==> src/rtl/opcode_dispatcher_pkg.sv <==
// Opcode transport types and dispatcher-local types/helpers.
// Opcode_p is the shared parser/FIFO format; OpcodeDispatcher_p is private to the dispatcher.
package Opcode_p;

  typedef enum logic [3:0] {
    OP_G00 = 4'd0,
    OP_G01 = 4'd1,
    OP_G02 = 4'd2,
    OP_G03 = 4'd3,
    OP_G04 = 4'd4,
    OP_M03 = 4'd5,
    OP_M05 = 4'd6,
    OP_NOP = 4'd15
  } Opcode_t;

  typedef struct packed {
    Opcode_t            op;
    logic signed [15:0] arg1;
    logic signed [15:0] arg2;
  } Opcode_st;

endpackage

package OpcodeDispatcher_p;
  import Opcode_p::*;

  typedef enum logic [2:0] {
    S_IDLE      = 3'd0,
    S_SETTLE    = 3'd1,
    S_TRIGGER   = 3'd2,
    S_WAIT_DONE = 3'd3,
    S_FINISH    = 3'd4,
    S_ERROR     = 3'd5
  } DispatchState_t;

  localparam logic PEN_UP   = 1'b0;
  localparam logic PEN_DOWN = 1'b1;

  function automatic logic op_is_linear(input Opcode_t op);
    return (op == OP_G00) || (op == OP_G01);
  endfunction

  function automatic logic op_is_circular(input Opcode_t op);
    return (op == OP_G02) || (op == OP_G03);
  endfunction

  // Rapid moves travel pen-up; every drawing move needs the pen down.
  function automatic logic op_pen_down(input Opcode_t op);
    return (op == OP_G01) || (op == OP_G02) || (op == OP_G03) ? PEN_DOWN : PEN_UP;
  endfunction

endpackage

==> src/rtl/opcode_dispatcher_settle.sv <==
// Servo settle down-counter: loads a tick count and flags the last enabled tick.
module ServoSettleTimer #(
  parameter int unsigned BITS = 5
) (
  input  logic            clk,
  input  logic            reset,
  input  logic            clk_en,
  input  logic            load,
  input  logic [BITS-1:0] count,
  output logic            expired
);

  logic [BITS-1:0] count_q;

  always_ff @(posedge clk) begin
    if (reset) begin
      count_q <= '0;
    end else if (clk_en) begin
      if (load) begin
        count_q <= count;
      end else if (count_q != '0) begin
        count_q <= count_q - BITS'(1);
      end
    end
  end

  // Asserted while the final settle tick is pending, so the dwell equals the loaded count.
  assign expired = (count_q == BITS'(1));

endmodule

==> src/rtl/opcode_dispatcher.sv <==
// Accepts one opcode at a time, settles the pen servo if needed, triggers the
// linear or circular motion processor and waits for its completion.
module opcode_dispatcher
  import Opcode_p::*;
  import OpcodeDispatcher_p::*;
#(
  parameter int unsigned SETTLE_TICKS = 25,
  parameter int unsigned SETTLE_BITS  = $clog2(SETTLE_TICKS + 1)
) (
  input  logic     clk,
  input  logic     reset,
  input  logic     clk_en,
  input  logic     opcode_valid,
  input  Opcode_st opcode_in,
  output logic     opcode_ready,
  output Opcode_st opcode_out,
  output logic     pen_down,
  output logic     linear_trigger,
  input  logic     linear_done,
  output logic     circular_trigger,
  input  logic     circular_done,
  output logic     busy,
  output logic     op_done,
  output logic     op_error
);

  // A zero-tick build still needs a one-bit counter to instantiate.
  localparam int unsigned CW = (SETTLE_BITS == 0) ? 1 : SETTLE_BITS;

  DispatchState_t state_q, state_d;
  Opcode_st       opcode_q, opcode_d;
  logic           pen_q, pen_d;
  logic           settle_load;
  logic           settle_expired;
  logic           req_pen;
  logic           supported;
  logic           sel_done;

  ServoSettleTimer #(.BITS(CW)) u_settle (
    .clk     (clk),
    .reset   (reset),
    .clk_en  (clk_en),
    .load    (settle_load),
    .count   (CW'(SETTLE_TICKS)),
    .expired (settle_expired)
  );

  assign req_pen   = op_pen_down(opcode_in.op);
  assign supported = op_is_linear(opcode_in.op) || op_is_circular(opcode_in.op);
  assign sel_done  = op_is_linear(opcode_q.op) ? linear_done : circular_done;

  always_comb begin
    state_d     = state_q;
    opcode_d    = opcode_q;
    pen_d       = pen_q;
    settle_load = 1'b0;
    if (clk_en) begin
      case (state_q)
        S_IDLE: begin
          if (opcode_valid) begin
            if (!supported) begin
              state_d = S_ERROR;
            end else begin
              opcode_d = opcode_in;
              pen_d    = req_pen;
              if ((req_pen != pen_q) && (SETTLE_TICKS != 0)) begin
                settle_load = 1'b1;
                state_d     = S_SETTLE;
              end else begin
                state_d = S_TRIGGER;
              end
            end
          end
        end
        S_SETTLE:    if (settle_expired) state_d = S_TRIGGER;
        S_TRIGGER:   state_d = S_WAIT_DONE;
        S_WAIT_DONE: if (sel_done) state_d = S_FINISH;
        S_FINISH:    state_d = S_IDLE;
        S_ERROR:     state_d = S_IDLE;
        default:     state_d = S_IDLE;
      endcase
    end
  end

  always_ff @(posedge clk) begin
    if (reset) begin
      state_q  <= S_IDLE;
      opcode_q <= '0;
      pen_q    <= PEN_UP;
    end else begin
      state_q  <= state_d;
      opcode_q <= opcode_d;
      pen_q    <= pen_d;
    end
  end

  assign opcode_ready     = (state_q == S_IDLE) && !reset;
  assign opcode_out       = opcode_q;
  assign pen_down         = pen_q;
  assign linear_trigger   = (state_q == S_TRIGGER) && op_is_linear(opcode_q.op);
  assign circular_trigger = (state_q == S_TRIGGER) && op_is_circular(opcode_q.op);
  assign busy             = (state_q != S_IDLE);
  assign op_done          = (state_q == S_FINISH);
  assign op_error         = (state_q == S_ERROR);

endmodule

==> config.mk <==
export PLATFORM = sky130hd
export DESIGN_NAME = opcode_dispatcher
export DESIGN_NICKNAME = d
export VERILOG_FILES = /design/src/rtl/opcode_dispatcher_pkg.sv /design/src/rtl/opcode_dispatcher_settle.sv /design/src/rtl/opcode_dispatcher.sv
export SDC_FILE = /design/constraint.sdc
export NUM_CORES = 1
export LEC_CHECK = 0
export CAP_MARGIN = 0
export CORE_MARGIN = 4
export CORE_UTILIZATION = 37
export DETAILED_ROUTE_END_ITERATION = 12
export PLACE_DENSITY = 0.76
export SLEW_MARGIN = 25
export SYNTH_ARGS = -nofsm -noshare
export SYNTH_HDL_FRONTEND = slang
export SYNTH_SLANG_ARGS = --single-unit
==> constraint.sdc <==
create_clock -name clk -period 1.55 [get_ports clk]
set_clock_uncertainty 0.15 [all_clocks]
set_input_delay 0.465 -clock clk [delete_from_list [all_inputs] [get_ports clk]]
set_output_delay 0.465 -clock clk [all_outputs]
set_load 0.03 [all_outputs]
Word level (Yosys, flattened, before mapping)
Cells that the tools add are included.

storage, ports and cells
  register bits after elaboration = 45
  latch bits = 0
  memory bits (writable) = 0
  bits in read-only memories = 0
  input bits = 42
  output and inout port bits = 43
  memories = 0

operators by class
  add/subtract/negate cells = 1
  multipliers = 0
  div/mod/pow operators = 0
  order comparisons = 0
  eq/ne operators = 16
  shifts and indexed selects = 0
  mux-type cells = 15
  bitwise logic cells = 0
  reduce and logical (&&, ||, !) cells = 20

operators by type and width
  cell                   count
  $eq A4 B2 Y1 const B   4
  $mux W3                4
  $pmux W3 S4            1
  $mux W5                2
  $eq A4 B1 Y1 const B   2
  $logic_not A4 Y1       2
  $reduce_and A4 Y1      2
  $logic_or A1 B1 Y1     7
  $mux W1                7
  $eq A3 B2 Y1 const B   2
  $eq A3 B3 Y1 const B   2
  $ne A2 B2 Y1 const B   3
  $eq A5 B1 Y1 const B   1
  $reduce_bool A5 Y1     1
  $sub A5 B1 Y5 const B  1
  $eq A3 B1 Y1 const B   1
  $logic_and A1 B1 Y1    3
  $logic_not A3 Y1       1
  $reduce_bool A3 Y1     1
  $mux W2                1
  $reduce_and A2 Y1      1
  $reduce_bool A2 Y1     1
  $logic_not A1 Y1       1
  $ne A1 B1 Y1           1

Longest topological paths before layout
  word-level depth = 12
  depth in mapped cells = 7
  depth with buffers taken out = 6

Modules after synthesis
From an unflattened synthesis, not the netlist that was laid out.

second synthesis, totals
  cell total of the unflattened synthesis = 242
  area, all modules = 1966.9 um2

modules (own cells, without submodules)
  module             instances  cells an instance  area an instance (um2)  sequential area each (um2)
  opcode_dispatcher  1          200                1614.0                  800.8
  ServoSettleTimer   1          42                 352.8                   100.1

Least setup slack after synthesis
No wires, ideal clock.

  kind = reg2out
  start point = reg state_q[0]
  end point = out circular_trigger
  arrival = 1.379 ns
  slack = -0.444 ns
  cell stages (with the launch flop) = 5
  buffers on the path = 1
  cell sequence = dfxtp_1 -> clkbuf_2 -> nor2_1 -> nand3b_1 -> nor3b_1

on the way
  word-level cells in the longest chain between the ends = 2

ends and longest elaborated chain
  item                    RTL line                  RTL
  from (decl)             opcode_dispatcher.sv:30   DispatchState_t state_q, state_d;
  from (signal assigned)  opcode_dispatcher.sv:91   state_q <= state_d;
  $eq A3 B2 Y1            opcode_dispatcher.sv:101  assign circular_trigger = (state_q == S_TRIGGER) && op_is_circular(opcode_q.op);
  $logic_and A1 B1 Y1     opcode_dispatcher.sv:101
  to (decl)               opcode_dispatcher.sv:20   output logic circular_trigger,

No other way between the ends.

Worst setup path in the final report
  start point = reg state_q[2]
  end point = out circular_trigger

The elaborated chain is that of the path after synthesis.

==> metrics <==
status finished, violations left; wire per inst 17.09 µm; vias post-DR 2175; placed cells 389; number of flops mapped to enable cells by yosys 0; CP peak stage delay 0.38 ns; # IOs 85; TritonCTS buffer count 5; worst-margin pin slew 0.3006 ns; CP Buf/Inv Count 1; CTS tree done; multi-input logic area 1381 µm²; Hold Path Origin opcode_out[17]$_SDFFE_PP0P_; Reg2Reg Setup Slack -0.25 ns; share of flip-flops with an asynchronous set or reset 0; Seq/Total Area, Yosys 0.4875; Static Leak 1.463 nW; synthesized area 1848 µm²; Die ar. 6189 µm²; Comb pwr share 0.417; switching power total 1.227 mW; row count 25; Initial Utilization 0.3861; Net Count, Synth 272; crit-path leading delay family simple AND/OR/NAND/NOR gates; CTS clk-pin slew, worst paths 0.10 ns; placer's final routability congestion estimate 0.8004; first-pass GRT wire length 8473 µm; WHS 0.3307 ns; total placed instance area 2879 µm²; most used flip-flop cell after synthesis dfxtp_1; initial antenna violation count 0; DRT Pass-1 Iters 5; worst rel slew slack 0.7975; die width 78.67 µm; post-synthesis cell type count 41; HPWL after DPL 3534 µm; Seq pwr share 0.373; Crit path required time 0.93 ns; DRC viols 0; clock power share 0.210; Startpoint Class register; routed vias/inst 5.191; grt met2 use 0.2835; Worst R2R Start opcode_out[34]$_SDFFE_PP0P_; hold depth 2; commonest cells after routing, fill and taps aside buf_4, clkdlybuf4s50_1, dfxtp_1; H-Tree Depth 2; Hold WC Path Type register to register; Tcrit/Tclk final 1.234; Fillers 297; Slew Viols, Final 0; largest net degree at the start of global routing 46; Achievable Freq 0.5228 GHz; fin area 3822 µm²; Starting DRT DRC Count 93; Worst Slack Setup Final -0.3627 ns; critical path class register to output port; Pint 2.426 mW; Ant. Diodes 0; fin crit period 1.913 ns; CP Data Arrival Time 1.30 ns; final WL 7160 µm; power per cell area 955.7 nW/µm²; final setup violation count 51; clock sinks 45; Fin Setup TNS -6.778 ns; Final Hold Viols 0; Yosys Warn Count 0; RSZ-0062 raised after global routing true; vias in the first global route 1831; grt ovf 0; Reg area 922.1 µm²; port bufs 84; Place WS -0.5177 ns; maximum vdd drop 0.0007958 V; met3 Use GR 0.05505; layout cell share with drive strength beyond 1 0.5852; Clock Path Buffers 2; switching share of total power 0.3358; Worst Hold Path EP opcode_out[17]$_SDFFE_PP0P_; endpoint class of the critical path output port; Max Cap Violations 0; core region area 4786 µm²; failing checks negative setup slack; Design Power 3.653 mW; CP max-delay cell dfxtp_4; final net count 396; area delta synth->final 106.8%; GR Layer Usage met1 0.2048; Final Core Density 0.7987; fin cells 419; Global Route Usage Sum 0.1667; mean post-synth cell area 8.141 µm²; Post-Syn Instances 227; ANT nets after route 0; worst path cell trace nor2_4 -> nand3b_1 -> nor3b_2 -> buf_4; Root Driver clkbuf_8; worst skew pair latency 0.31 ns; crit path max fanout 5; register bit count reported by yosys 45; most common cell after layout, fill and taps aside buf_4; Most Crowded Layer GR met2; chip height 78.67 µm; reg2reg path depth 5; r2r endpoint state_q[1]$_SDFFE_PP0P_
-- state kept, by name (all words and copies together) (netlist names) --
name / count
pen_down: 1
opcode_out: 36
state_q: 3
u_settle.count_q: 5
-- area by class of cell --
| class | instances | area share |
|---|---|---|
| flip-flops and latches | 45 | 0.2412 |
| multi-input cells | 165 | 0.3614 |
| clock buffers | 5 | 0.01800 |
| well taps | 67 | 0.02193 |
| inverters | 3 | 0.002946 |
| repair buffers | 131 | 0.3489 |
| clock inverters | 3 | 0.005565 |
-- synthesized netlist by cell type, types with 2 or more instances --
library cell,n,area [µm²]
nand2_1,69,259.0
clkbuf_1,9,33.78
o21ai_0,3,15.01
nand3_1,3,15.01
ha_1,3,37.54
nand4_1,2,12.51
buf_2,2,10.01
a21oi_1,39,195.2
nand2b_1,2,12.51
nor3b_1,4,30.03
nor3_1,6,30.03
dfxtp_1,45,900.9
inv_1,3,11.26
o21a_1,2,15.01
xor2_1,3,26.28
nor2_1,7,26.28
-- timing repair --
item | in CTS | in global routing
endpoints found under the setup margin | 53 | 54
gates cloned | 1 | 7
setup buffers | 6 | 8
hold buffers | 0 | 0
pin swaps | 15 | 83
resized for setup | 35 | 122
-- tightest hold or removal path: cells and delay by family, from the launching register on --
kind	cells	cell delay, ns
and+or+nand+nor	1	0.07
AOI/OAI and AO/OA	1	0.04
DFF	1	0.33
-- cells by family after synthesis --
group | Yosys count | share of synthesized area
simple gates | 104 | 0.2607
compound gates | 54 | 0.1740
flops | 45 | 0.4875
buf+inv | 17 | 0.03859
xor+xnor | 4 | 0.01896
fa+ha+maj | 3 | 0.02031
-- power by group through the flow --
stage,Combinational [mW],Sequential [mW],Clock [mW]
after detailed placement,1.01,1.35,0
after global routing,1.61,1.37,0.812
after global placement,0.997,1.35,0
after CTS,1.22,1.34,0.757
after floorplan,0.552,1.39,0
final,1.52,1.36,0.768
-- worst max path at each step --
stage | startpoint | to | slack, ns | cells past startpoint
detailed placement | opcode_in[34] | opcode_out[4]$_SDFFE_PP0P_ | -0.52 | 7
finish | state_q[2]$_SDFFE_PP0P_ | circular_trigger | -0.36 | 4
global route | state_q[2]$_SDFFE_PP0P_ | circular_trigger | -0.44 | 4
floorplan | state_q[0]$_SDFFE_PP0P_ | circular_trigger | -0.19 | 4
CTS | state_q[2]$_SDFFE_PP0P_ | circular_trigger | -0.36 | 4
global placement | opcode_in[34] | opcode_out[4]$_SDFFE_PP0P_ | -0.50 | 7
-- layer usage --
layer,routed length [µm],vias to the layer above
met5,0,-
met4,42,0
met3,490,8
met2,3858,88
met1,2769,1052
li1,-,1027
Note: power is estimated with default switching activity, not from simulation.
